--- src/rtl/tlc_pkg.sv ---
// Shared lamp codes, phase and state encodings for the phase request scheduler.
package tlc_pkg;

    localparam logic [2:0] RED    = 3'b100;
    localparam logic [2:0] YELLOW = 3'b010;
    localparam logic [2:0] GREEN  = 3'b001;

    typedef enum logic [1:0] {
        MAIN = 2'd0,
        TURN = 2'd1,
        SIDE = 2'd2
    } phase_t;

    typedef enum logic [1:0] {
        ST_ALLRED = 2'd0,
        ST_GREEN  = 2'd1,
        ST_YELLOW = 2'd2
    } state_t;

    // A lamp that belongs to the served phase follows the state colour; all others stay red.
    function automatic logic [2:0] lamp_code(input state_t st, input logic lit);
        logic [2:0] code;
        code = RED;
        if (lit) begin
            case (st)
                ST_GREEN:  code = GREEN;
                ST_YELLOW: code = YELLOW;
                default:   code = RED;
            endcase
        end
        return code;
    endfunction

endpackage

--- src/rtl/phase_timer.sv ---
// 8-bit loadable down-counter; done flags the last cycle of a timed interval and stays set.
module phase_timer (
    input  logic       clk,
    input  logic       load,
    input  logic [7:0] load_val,
    output logic       done
);

    logic [7:0] count;

    // Saturating at 1 lets the main green idle with done held once its minimum has elapsed.
    always_ff @(posedge clk) begin
        if (load)
            count <= load_val;
        else if (count > 8'd1)
            count <= count - 8'd1;
    end

    assign done = (count <= 8'd1);

endmodule

--- src/rtl/phase_request_scheduler.sv ---
// Three-phase signal scheduler with latched turn/side requests and round-robin service.
// Define EMERGENCY_PREEMPT_EN to let emerg cut short turn/side green and pin the main green.
module phase_request_scheduler
    import tlc_pkg::*;
#(
    parameter int MIN_GREEN = 8,
    parameter int GREEN_T   = 6,
    parameter int YELLOW_T  = 3,
    parameter int ALLRED_T  = 2
) (
    input  logic       clk,
    input  logic       rst,
    input  logic       req_turn,
    input  logic       req_side,
    input  logic       emerg,
    output logic [2:0] light_M1,
    output logic [2:0] light_M2,
    output logic [2:0] light_M1Turn,
    output logic [2:0] light_Side,
    output logic [1:0] phase,
    output logic [1:0] pend
);

    localparam logic [7:0] MIN_GREEN_V = 8'(MIN_GREEN);
    localparam logic [7:0] GREEN_T_V   = 8'(GREEN_T);
    localparam logic [7:0] YELLOW_T_V  = 8'(YELLOW_T);
    localparam logic [7:0] ALLRED_T_V  = 8'(ALLRED_T);

    state_t     state, state_n;
    phase_t     phase_q, phase_n, last_q, last_n, sel;
    logic [1:0] pend_q, pend_n, clear;
    logic       done, load, preempt;
    logic [7:0] load_val, dur;

`ifdef EMERGENCY_PREEMPT_EN
    assign preempt = emerg;
`else
    logic unused_emerg;
    assign unused_emerg = emerg;
    assign preempt      = 1'b0;
`endif

    phase_timer u_timer (
        .clk      (clk),
        .load     (load),
        .load_val (load_val),
        .done     (done)
    );

    always_comb begin
        sel = MAIN;
        case (pend_q)
            2'b01:   sel = TURN;
            2'b10:   sel = SIDE;
            2'b11:   sel = (last_q == TURN) ? SIDE : TURN;
            default: sel = MAIN;
        endcase
    end

    // The phase register is retargeted as yellow ends, so ALLRED already knows which green follows.
    always_comb begin
        state_n = state;
        phase_n = phase_q;
        last_n  = last_q;
        clear   = 2'b00;
        case (state)
            ST_ALLRED: begin
                if (done) begin
                    state_n  = ST_GREEN;
                    clear[0] = (phase_q == TURN);
                    clear[1] = (phase_q == SIDE);
                end
            end
            ST_GREEN: begin
                if (phase_q == MAIN) begin
                    if (done && (pend_q != 2'b00) && !preempt)
                        state_n = ST_YELLOW;
                end else if (done || preempt) begin
                    state_n = ST_YELLOW;
                end
            end
            ST_YELLOW: begin
                if (done) begin
                    state_n = ST_ALLRED;
                    if (phase_q == MAIN) begin
                        phase_n = sel;
                        if (sel != MAIN)
                            last_n = sel;
                    end else begin
                        phase_n = MAIN;
                    end
                end
            end
            default: state_n = ST_ALLRED;
        endcase
    end

    assign pend_n = (pend_q | {req_side, req_turn}) & ~clear;

    always_comb begin
        dur = ALLRED_T_V;
        case (state_n)
            ST_GREEN:  dur = (phase_n == MAIN) ? MIN_GREEN_V : GREEN_T_V;
            ST_YELLOW: dur = YELLOW_T_V;
            default:   dur = ALLRED_T_V;
        endcase
    end

    assign load     = rst || (state_n != state);
    assign load_val = rst ? ALLRED_T_V : dur;

    always_ff @(posedge clk) begin
        if (rst) begin
            state   <= ST_ALLRED;
            phase_q <= MAIN;
            last_q  <= TURN;
            pend_q  <= 2'b00;
        end else begin
            state   <= state_n;
            phase_q <= phase_n;
            last_q  <= last_n;
            pend_q  <= pend_n;
        end
    end

    assign light_M1     = lamp_code(state, (phase_q == MAIN) || (phase_q == TURN));
    assign light_M2     = lamp_code(state, phase_q == MAIN);
    assign light_M1Turn = lamp_code(state, phase_q == TURN);
    assign light_Side   = lamp_code(state, phase_q == SIDE);
    assign phase        = phase_q;
    assign pend         = pend_q;

endmodule

--- config.mk ---
export PLATFORM = sky130hd
export DESIGN_NAME = phase_request_scheduler
export DESIGN_NICKNAME = d
export VERILOG_FILES = /design/src/rtl/tlc_pkg.sv /design/src/rtl/phase_timer.sv /design/src/rtl/phase_request_scheduler.sv
export SDC_FILE = /design/constraint.sdc
export NUM_CORES = 1
export LEC_CHECK = 0
export ABC_CLOCK_PERIOD_IN_PS = 3800
export CORE_UTILIZATION = 51
export CTS_CLUSTER_DIAMETER = 120
export CTS_CLUSTER_SIZE = 8
export DETAILED_ROUTE_END_ITERATION = 7
export MAX_ROUTING_LAYER = met4
export PLACE_DENSITY_LB_ADDON = 0.08
export SETUP_SLACK_MARGIN = 0.2
export SYNTH_ARGS = -nofsm -noshare
export SYNTH_HDL_FRONTEND = slang
export SYNTH_HIERARCHICAL = 1
export SYNTH_SLANG_ARGS = --single-unit
--- constraint.sdc ---
create_clock -name clk -period 3.8 [get_ports clk]
set_input_delay 1.14 -clock clk [delete_from_list [all_inputs] [get_ports clk]]
set_output_delay 1.14 -clock clk [all_outputs]
set_load 0.1 [all_outputs]
==> results of run 1 <==
-- logic make-up (layout without fill, tap and decap cells) --
family / count (synthesis) / count (layout) / synth area share, %
buffers and inverters: 12 / 33 / 3.97
other: 1 / 4 / 0.322
AOI/OAI and AO/OA: 32 / 32 / 20.0
and+or+nand+nor: 62 / 62 / 29.2
DFF: 16 / 16 / 34.3
xor gates and xnor gates: 2 / 2 / 1.50
adders and majority gates: 10 / 10 / 10.7
-- worst min path at each step --
stage	endpoint	slack, ns	cells past startpoint
3_3_place_gp	last_q[1]$_SDFFE_PP0P_	0.50	2
6_report	last_q[1]$_SDFFE_PP0P_	0.55	2
5_1_grt	last_q[1]$_SDFFE_PP0P_	0.58	2
4_1_cts	last_q[1]$_SDFFE_PP0P_	0.55	2
3_5_place_dp	last_q[0]$_SDFFE_PP1P_	0.54	1
2_1_floorplan	last_q[1]$_SDFFE_PP0P_	0.48	2
-- area by class of cell --
| cell class | count | area [sq um] | share of cell area [%] |
|---|---|---|---|
| multi-input combinational | 110 | 752 | 53.0 |
| inverter | 8 | 30.0 | 2.12 |
| tap | 27 | 33.8 | 2.38 |
| sequential | 16 | 400 | 28.2 |
| clock buffer | 4 | 36.3 | 2.56 |
| timing repair buffer | 21 | 165 | 11.7 |
-- per-layer routing --
| metal | vias up | GRT usage (%) | share of wire (%) |
|---|---|---|---|
| met4 | 0 | 5.71 | 1.3 |
| met5 | - | - | 0 |
| met3 | 6 | 4.63 | 4.0 |
| li1 | 531 | - | - |
| met2 | 23 | 34.0 | 47 |
| met1 | 487 | 26.0 | 48 |
-- critical path, delay by kind of cell (launching register included) --
kind,cells,cell delay (ns)
AO/OA/AOI/OAI,5,1.07
adder cells (fa/ha/maj),1,0.21
buffers and inverters,2,0.27
flip-flops,1,0.45
AND/OR/NAND/NOR,3,0.88
-- cell usage after synthesis (2+ instances only) --
master,instances,area share (%)
nor2_1,9,2.9
ha_1,10,11
xnor2_1,2,1.5
or4_1,3,1.9
o31ai_1,2,1.3
a21oi_1,6,2.6
o211ai_1,2,1.3
edfxtp_1,8,21
inv_1,8,2.6
dfxtp_1,8,14
clkbuf_1,2,0.64
nor2_2,2,1.1
o21ai_1,4,1.7
a31oi_1,2,1.1
nor3_1,4,1.7
and2_1,4,2.1
nand2b_1,4,2.1
nor2b_1,5,2.7
or3_1,2,1.1
o21ai_0,6,2.6
nor3b_1,2,1.3
a311oi_1,2,1.5
nand2_1,19,6.1
-- registers in the layout, summed over array words and instances, names as in the netlist --
signal	count
pend	2
state	2
last_q	2
u_timer/count	8
phase	2
-- timing repair --
item                       CTS  global route
setup endpoints to repair    0             8
hold endpoints to repair     0             0
gates resized for setup      0             1
-- power by group through the flow --
| stage | combinational [mW] | sequential (mW) | clock (mW) |
|---|---|---|---|
| final | 0.136 | 0.244 | 0.114 |
| after global routing | 0.150 | 0.251 | 0.124 |
| after CTS | 0.136 | 0.244 | 0.118 |
| after detailed placement | 0.135 | 0.248 | 0 |
| after global placement | 0.132 | 0.246 | 0 |
| after floorplan | 0.0995 | 0.250 | 0 |
-- stage by stage --
stage	util (%)	TNS [ns]	total power [mW]	instance area, sq um
4_1_cts	68.6	0	0.498	1410
2_1_floorplan	-	-0.149	0.350	1190
6_report	68.8	0	0.495	1420
5_1_grt	68.8	0	0.524	1420
3_5_place_dp	66.8	0	0.383	1380
3_3_place_gp	66.8	0	0.378	1380
==> reports/metrics.yaml, run 1 <==
status: "finished clean"
worstSetupEndpointType: "register"
min_path_type: "register to register"
drt_wl_total_um: 2300
fmax_mhz: 319
grt.overflow.total: 0
crit_path_top_delay_cell: "or4_4"
postSynth.asyncResetShare_pct: 0
startpoint_type: "register"
cts_tree: "built"
hold_viol: 0
dieArea_sq_um: 2480
syn2layout_area_growth_pct: 21.6
hp-start: "last_q[1]$_SDFFE_PP0P_"
drive_gt1_share_pct: 23.3
switching_share_pct: 34.4
crit_chain: "or4_4, nor4_1, buf_4, o41a_1, o21ai_1, a21oi_1, inv_1, ha_1, a2111o_1, nand2_1, o21ai_0"
cts_buffer_depth: 2
dp_slack_ns: 0.404
pwr_density_cell_nw_per_um2: 349
drc: 0
cap_viol_max_count: 0
setup_viol: 0
hold-worst-slack_ns: 0.548
finalCriticalPeriod_ns: 3.14
arrival_ns: 3.17
fillCellCount: 166
synth_cell_types: 42
yosysSeqAreaShare_pct: 34.3
first_pass_iters: 4
htree_levels: 1
viasPerCell: 5.63
placed_cells: 182
rrSetupSlack_ns: 0.66
r2r-end: "u_timer/count[1]$_DFFE_PP_"
p_sw_mw: 0.170
synthCells: 135
p_comb_share_pct: 27.5
fin_ws_ns: 0.664
grt_pass1_wl_um: 3940
yosys_warnings: 6
antenna_found_initial: 0
slew_violations: 0
mostFrequentLayoutCells: "nand2_1, buf_4, ha_1"
root_buffer: "clkbuf_4"
chipHeight_um: 49.8
rsz0062_at_grt: "no"
place.gp.congestion: 0.856
r2r_cells: 11
final_cells: 186
critPathKind: "register to register"
via_count: 1047
initial_core_util_pct: 56.6
die_w_um: 49.8
synth_seq_cells: 16
required_ns: 3.83
cts.clk_slew.worst_paths_ns: 0.10
coreArea_sq_um: 2060
synth_ff_type: "edfxtp_1"
p_int_mw: 0.325
grt_use_total_pct: 20.9
numClockSinks: 16
antenna_left: 0
cts_inserted_buffers: 3
syn_area_per_cell_sq_um: 8.64
seqPwrFrac_pct: 49.4
final_common_cell: "nand2_1"
p_leak_nw: 0.567
fin_nets: 175
post_drt_wl_per_cell_um: 12.4
clock-skew-final_ns: 0.00378
clockPowerShare_pct: 23.1
peakVddDrop_uv: 295
drt_iter0_markers: 19
r2r_start: "u_timer/count[5]$_DFFE_PP_"
grt_max_degree: 15
clk_latency_ns: 0.29
min_period_over_period_pct: 82.5
io_pins: 21
diodes: 0
synth_area_sq_um: 1170
post_cts_buffers: 0
cp-startpoint: "u_timer/count[5]$_DFFE_PP_"
path_max_fanout: 8
holdBufCountCts: 0
port_buffers: 19
max_stage_delay_ns: 0.57
synth_edf_count: 8
row_count: 16
crit_end: "u_timer/count[1]$_DFFE_PP_"
place_hpwl_um: 1740
grt_pass1_vias: 917
No activity file was read; power rests on OpenSTA's default activity.
==> run 2: changes to the inputs <==
Settings changed: ABC_CLOCK_PERIOD_IN_PS 3800 to 3100.
Clock period 3.8 ns to 3.1 ns, I/O delays scaled along.
==> run 2 against run 1 <==
Worst setup slack got worse by 0.41 ns. Flip-flop and latch count stayed put. Power rose by 34%. Worst hold slack worse by 0.019 ns. Cell count is 6.5% higher. Largest cell class unchanged. Largest power group unchanged. Highest routed layer is now met3.
==> reports/metrics.yaml, run 2 (same netlist as run 1, synthesis figures left out) <==
grt_pass1_vias: 982  # was 917
critPathKind: "register to register"  # unchanged
path_delay_family: "simple AND/OR/NAND/NOR gates"  # was compound AO/OA/AOI/OAI gates
fin_nets: 187  # was 175
drt_iter0_markers: 25  # was 19
grtUsageMet3_pct: 4.63  # unchanged
chipHeight_um: 49.8  # unchanged
p_int_mw: 0.432  # was 0.325 mW
dieArea_sq_um: 2480  # unchanged
min_period_over_period_pct: 91.9  # was 82.5%
rsz0062_at_grt: "no"  # unchanged
setup_viol: 0  # unchanged
grt_use_total_pct: 21.6  # was 20.9%
cts_tree: "built"  # unchanged
clk_latency_ns: 0.28  # was 0.29 ns
place.gp.congestion: 0.824  # was 0.856
slew_violations: 0  # unchanged
p_sw_mw: 0.233  # was 0.170 mW
grt.met2_usage_pct: 36.0  # was 34.0%
antenna_found_initial: 0  # unchanged
status: "finished clean"  # unchanged
drt_wl_total_um: 2700  # was 2300 um
required_ns: 3.14  # was 3.83 ns
pwr_density_cell_nw_per_um2: 421  # was 349 nW/um^2
switching_share_pct: 35.1  # was 34.4%
largest_reg_flops: 8  # unchanged
first_pass_iters: 4  # unchanged
p_leak_nw: 0.628  # was 0.567 nW
peakVddDrop_uv: 351  # was 295 uV
top_usage_layer: "met2"  # unchanged
via_count: 1085  # was 1047
viasPerCell: 5.48  # was 5.63
mostFrequentLayoutCells: "buf_4, nand2_1, inv_1, ha_1, edfxtp_1"  # was nand2_1, buf_4, ha_1
setup-tns-final_ns: 0  # unchanged
cap_viol_max_count: 0  # unchanged
path_max_fanout: 4  # was 8
grt_max_degree: 15  # unchanged
worstSetupEndpointType: "register"  # unchanged
max_stage_delay_ns: 0.57  # about the same
path_common_cell: "buf_4"
root_buffer: "clkbuf_4"  # unchanged
io_pins: 21  # unchanged
clock-skew-final_ns: 0.00159  # was 0.00378 ns
hold_viol: 0  # unchanged
post_drt_wl_per_cell_um: 13.6  # was 12.4 um
startpoint_type: "register"  # unchanged
finalCriticalPeriod_ns: 2.85  # was 3.14 ns
die_w_um: 49.8  # unchanged
place_hpwl_um: 1850  # was 1740 um
utilization_pct: 76.5  # was 68.8%
clockPowerShare_pct: 20.8  # was 23.1%
initial_core_util_pct: 56.6  # unchanged
holdBufCountCts: 0  # unchanged
grt.overflow.total: 0  # unchanged
seqPwrFrac_pct: 44.7  # was 49.4%
cts_inserted_buffers: 3  # unchanged
diodes: 0  # unchanged
regMostFlops: "u_timer/count"  # unchanged
coreArea_sq_um: 2060  # unchanged
crit_chain: "or4_4, nor4_4, o41a_1, buf_4, a2111oi_4, nor2_2, buf_4, ha_1, a2111o_1, nand2_1, o21ai_0"  # was or4_4, nor4_1, buf_4, o41a_1, o21ai_1, a21oi_1, inv_1, ha_1, a2111o_1, nand2_1, o21ai_0
gr-usage-met1_pct: 26.9  # was 26.0%
antenna_left: 0  # unchanged
syn2layout_area_growth_pct: 35.3  # was 21.6%
cts.clk_slew.worst_paths_ns: 0.09  # was 0.10 ns
drc: 0  # unchanged
numClockSinks: 16  # unchanged
drive_gt1_share_pct: 33.9  # was 23.3%
row_count: 16  # unchanged
htree_levels: 1  # unchanged
cts_buffer_depth: 2  # unchanged
min_path_type: "register to register"  # unchanged
p_comb_share_pct: 34.5  # was 27.5%
port_buffers: 19  # unchanged
arrival_ns: 2.89  # was 3.17 ns
crit_path_top_delay_cell: "or4_4"  # unchanged
final_common_cell: "buf_4"  # was nand2_1
fmax_mhz: 351  # was 319 MHz
worst-path-buf-inv: 2  # unchanged
grt_pass1_wl_um: 4090  # was 3940 um
## run 2: path summary, 6_finish.rpt
kind	start	to	slack (ns)	cells after the start
max	u_timer/count[4]$_DFFE_PP_	u_timer/count[1]$_DFFE_PP_	0.25	11
min	last_q[1]$_SDFFE_PP0P_	last_q[1]$_SDFFE_PP0P_	0.53	2
max reg2reg	u_timer/count[4]$_DFFE_PP_	u_timer/count[1]$_DFFE_PP_	0.25	11
min reg2reg	last_q[1]$_SDFFE_PP0P_	last_q[1]$_SDFFE_PP0P_	0.53	2
## run 2: through the flow
stage | std cells | hold WS (ns) | setup slack (ns) | power (mW) | area, sq um
after floorplan | 138 | 0.482 | 0.135 | 0.438 | 1240
after global placement | 185 | 0.496 | 0.179 | 0.485 | 1450
after detailed placement | 185 | 0.518 | 0.118 | 0.493 | 1450
after CTS | 192 | 0.532 | 0.220 | 0.637 | 1520
after global routing | 198 | 0.563 | 0.195 | 0.699 | 1580
final | 198 | 0.530 | 0.250 | 0.665 | 1580
## run 2: what timing repair did
action,4_1_cts,5_1_grt
gates resized for setup,2,4
setup endpoints to repair,1,13
buffers inserted,3,6
pin swaps,1,4
## run 2: worst reg2reg max path, stage by stage, from the launching register on
cell and delay [ns]:
edfxtp_1 0.46, or4_4 0.57, nor4_4 0.17, o41a_1 0.25
buf_4 0.15, a2111oi_4 0.04, nor2_2 0.19, buf_4 0.14
ha_1 0.22, a2111o_1 0.28, nand2_1 0.06, o21ai_0 0.08
## run 2: layer usage
metal,vias up,part of all wire [%]
met3,0,2.7
met2,18,50
met4,0,0
met5,-,0
met1,508,47
li1,559,-
## run 2: area by class of cell
class                   count  area, sq um
fillers                   152          484
inverters                   8         30.0
clock buffers               4         36.3
flip-flops and latches     16          403
multi-input cells         110          807
well taps                  27         33.8
repair buffers             33          268
## run 2: power by group through the flow
stage	Clock, mW	Combinational, mW	Sequential (mW)
detailed placement	0	0.190	0.303
finish	0.138	0.229	0.297
CTS	0.140	0.202	0.295
floorplan	0	0.128	0.311
global placement	0	0.185	0.300
global route	0.153	0.245	0.301
==> run 3: changes to the inputs <==
Settings changed: ABC_CLOCK_PERIOD_IN_PS 3100 to 3670, CORE_UTILIZATION 51 to 55.
Clock period 3.1 ns to 3.67 ns, I/O delays scaled along.
==> run 3 against run 2 <==
Power is 26% lower. Critical path type unchanged. Final area fell by 10%. Flip-flop and latch count unchanged. First-iteration DRC count down 44%. Cell count fell by 6.1%. Largest power group unchanged.
==> reports/metrics.yaml, run 3 (same netlist as run 1, synthesis figures left out) <==
die_w_um: 48.0  # was 49.8 um
r2r_cells: 11  # unchanged
min_period_over_period_pct: 84.4  # was 91.9%
r2r-end: "u_timer/count[1]$_DFFE_PP_"  # unchanged
rsz0062_at_grt: "no"  # unchanged
finalCriticalPeriod_ns: 3.10  # was 2.85 ns
path_delay_family: "compound AO/OA/AOI/OAI gates"  # was simple AND/OR/NAND/NOR gates
postLayoutCellArea_sq_um: 1410  # was 1580 sq um
required_ns: 3.70  # was 3.14 ns
max_stage_delay_ns: 0.57  # about the same
min_path_type: "register to register"  # unchanged
regMostFlops: "u_timer/count"  # unchanged
chipHeight_um: 48.0  # was 49.8 um
crit_chain: "or4_4, nor4_1, buf_4, o41a_1, o21ai_1, a21oi_1, inv_1, ha_1, a2111o_1, nand2_1, o21ai_0"  # was or4_4, nor4_4, o41a_1, buf_4, a2111oi_4, nor2_2, buf_4, ha_1, a2111o_1, nand2_1, o21ai_0
path_max_fanout: 8  # was 4
row_count: 16  # unchanged
clock-skew-final_ns: 0.00377  # was 0.00159 ns
coreArea_sq_um: 1980  # was 2060 sq um
antenna_found_initial: 0  # unchanged
drt_iter0_markers: 14  # was 25
first_pass_iters: 4  # unchanged
setup-tns-final_ns: 0  # unchanged
m1WireLength_um: 1160  # was 1280 um
hold_viol: 0  # unchanged
grt_pass1_wl_um: 3380  # was 4090 um
cts_inserted_buffers: 3  # unchanged
diodes: 0  # unchanged
syn2layout_area_growth_pct: 21.1  # was 35.3%
drc: 0  # unchanged
p_leak_nw: 0.562  # was 0.628 nW
setup_viol: 0  # unchanged
drive_gt1_share_pct: 22.6  # was 33.9%
cts.clk_slew.worst_paths_ns: 0.09  # about the same
port_buffers: 19  # unchanged
final_common_cell: "nand2_1"  # was buf_4
utilization_pct: 71.3  # was 76.5%
grt_pass1_vias: 808  # was 982
cp-startpoint: "u_timer/count[5]$_DFFE_PP_"  # was u_timer/count[4]$_DFFE_PP_
place_hpwl_um: 1750  # was 1850 um
met2RoutedLength_um: 1030  # was 1350 um
largest_reg_flops: 8  # unchanged
grt.overflow.total: 0  # unchanged
critPathKind: "register to register"  # unchanged
antenna_left: 0  # unchanged
viasPerCell: 5.46  # was 5.48
fin_nets: 175  # was 187
postPlaceCellArea_sq_um: 1380  # was 1450 sq um
rrSetupSlack_ns: 0.57  # was 0.25 ns
peakVddDrop_uv: 335  # was 351 uV
cp_num_cells: 11  # unchanged
fmax_mhz: 323  # was 351 MHz
cts_tree: "built"  # unchanged
r2r_start: "u_timer/count[5]$_DFFE_PP_"  # was u_timer/count[4]$_DFFE_PP_
worstSetupEndpointType: "register"  # unchanged
worst-path-buf-inv: 2  # unchanged
post_drt_wl_per_cell_um: 12.3  # was 13.6 um
status: "finished clean"  # unchanged
dr.max_layer_used: "met4"  # was met3
pwr_density_cell_nw_per_um2: 349  # was 421 nW/um^2
grt_use_total_pct: 22.5  # was 21.6%
slew_violations: 0  # unchanged
initial_core_util_pct: 58.8  # was 56.6%
drt_wl_total_um: 2300  # was 2700 um
clk_latency_ns: 0.29  # was 0.28 ns
via_count: 1015  # was 1085
crit_path_top_delay_cell: "or4_4"  # unchanged
arrival_ns: 3.13  # was 2.89 ns
htree_levels: 1  # unchanged
grt_max_degree: 15  # unchanged
cts_buffer_depth: 2  # unchanged
numClockSinks: 16  # unchanged
dieArea_sq_um: 2310  # was 2480 sq um
startpoint_type: "register"  # unchanged
cap_viol_max_count: 0  # unchanged
mostFrequentLayoutCells: "nand2_1, buf_4, ha_1"  # was buf_4, nand2_1, inv_1, ha_1, edfxtp_1
wl_met3_um: 59  # was 74 um
io_pins: 21  # unchanged
place.gp.congestion: 0.780  # was 0.824
root_buffer: "clkbuf_4"  # unchanged
crit_end: "u_timer/count[1]$_DFFE_PP_"  # unchanged
fillCellCount: 166  # was 152
==> run 3: routing by layer <==
metal,GRT usage [%],up-vias
met5,-,-
met1,29.0,466
li1,-,531
met2,32.2,14
met4,13.3,0
met3,4.53,4
==> run 3: timing repair <==
| action | 4_1_cts | 5_1_grt |
|---|---|---|
| gates resized for setup | 0 | 1 |
| hold buffers | 0 | 0 |
| setup buffers | 0 | 0 |
| setup endpoints to repair | 0 | 8 |
==> run 3: worst min-delay path by stage <==
stage | from | endpoint | cells after the start
global placement | last_q[1]$_SDFFE_PP0P_ | last_q[1]$_SDFFE_PP0P_ | 2
finish | last_q[1]$_SDFFE_PP0P_ | last_q[1]$_SDFFE_PP0P_ | 2
floorplan | last_q[1]$_SDFFE_PP0P_ | last_q[1]$_SDFFE_PP0P_ | 2
detailed placement | last_q[1]$_SDFFE_PP0P_ | last_q[1]$_SDFFE_PP0P_ | 2
global route | last_q[1]$_SDFFE_PP0P_ | last_q[1]$_SDFFE_PP0P_ | 2
CTS | last_q[1]$_SDFFE_PP0P_ | last_q[1]$_SDFFE_PP0P_ | 2
==> run 3: layout make-up <==
| class | count | area (sq um) | area share, % |
|---|---|---|---|
| Multi-Input combinational cell | 110 | 757 | 53.6 |
| Sequential cell | 16 | 400 | 28.3 |
| Timing Repair Buffer | 21 | 165 | 11.7 |
| Tap cell | 27 | 33.8 | 2.39 |
| Inverter | 8 | 30.0 | 2.13 |
| Clock buffer | 3 | 22.5 | 1.59 |
| Clock inverter | 1 | 3.75 | 0.266 |
==> run 3: through the flow <==
step / instances / setup slack, ns / total power [mW] / hold slack, ns
floorplan: 138 / 0.117 / 0.362 / 0.482
global placement: 182 / 0.378 / 0.392 / 0.493
detailed placement: 182 / 0.337 / 0.397 / 0.526
CTS: 186 / 0.329 / 0.496 / 0.542
global route: 186 / 0.336 / 0.525 / 0.559
finish: 186 / 0.573 / 0.493 / 0.543
==> run 3: power breakdown <==
part           total (mW)  switching, mW  internal [mW]
Clock              0.0982         0.0586         0.0396
Sequential          0.253         0.0318          0.221
Combinational       0.142         0.0869         0.0552
Total               0.493          0.177          0.316
==> run 3: tightest hold or removal path, delay by kind of cell (launching register included) <==
kind | cells | cell delay [ns]
AND/OR/NAND/NOR | 1 | 0.07
AO/OA/AOI/OAI | 1 | 0.08
flip-flops | 1 | 0.35
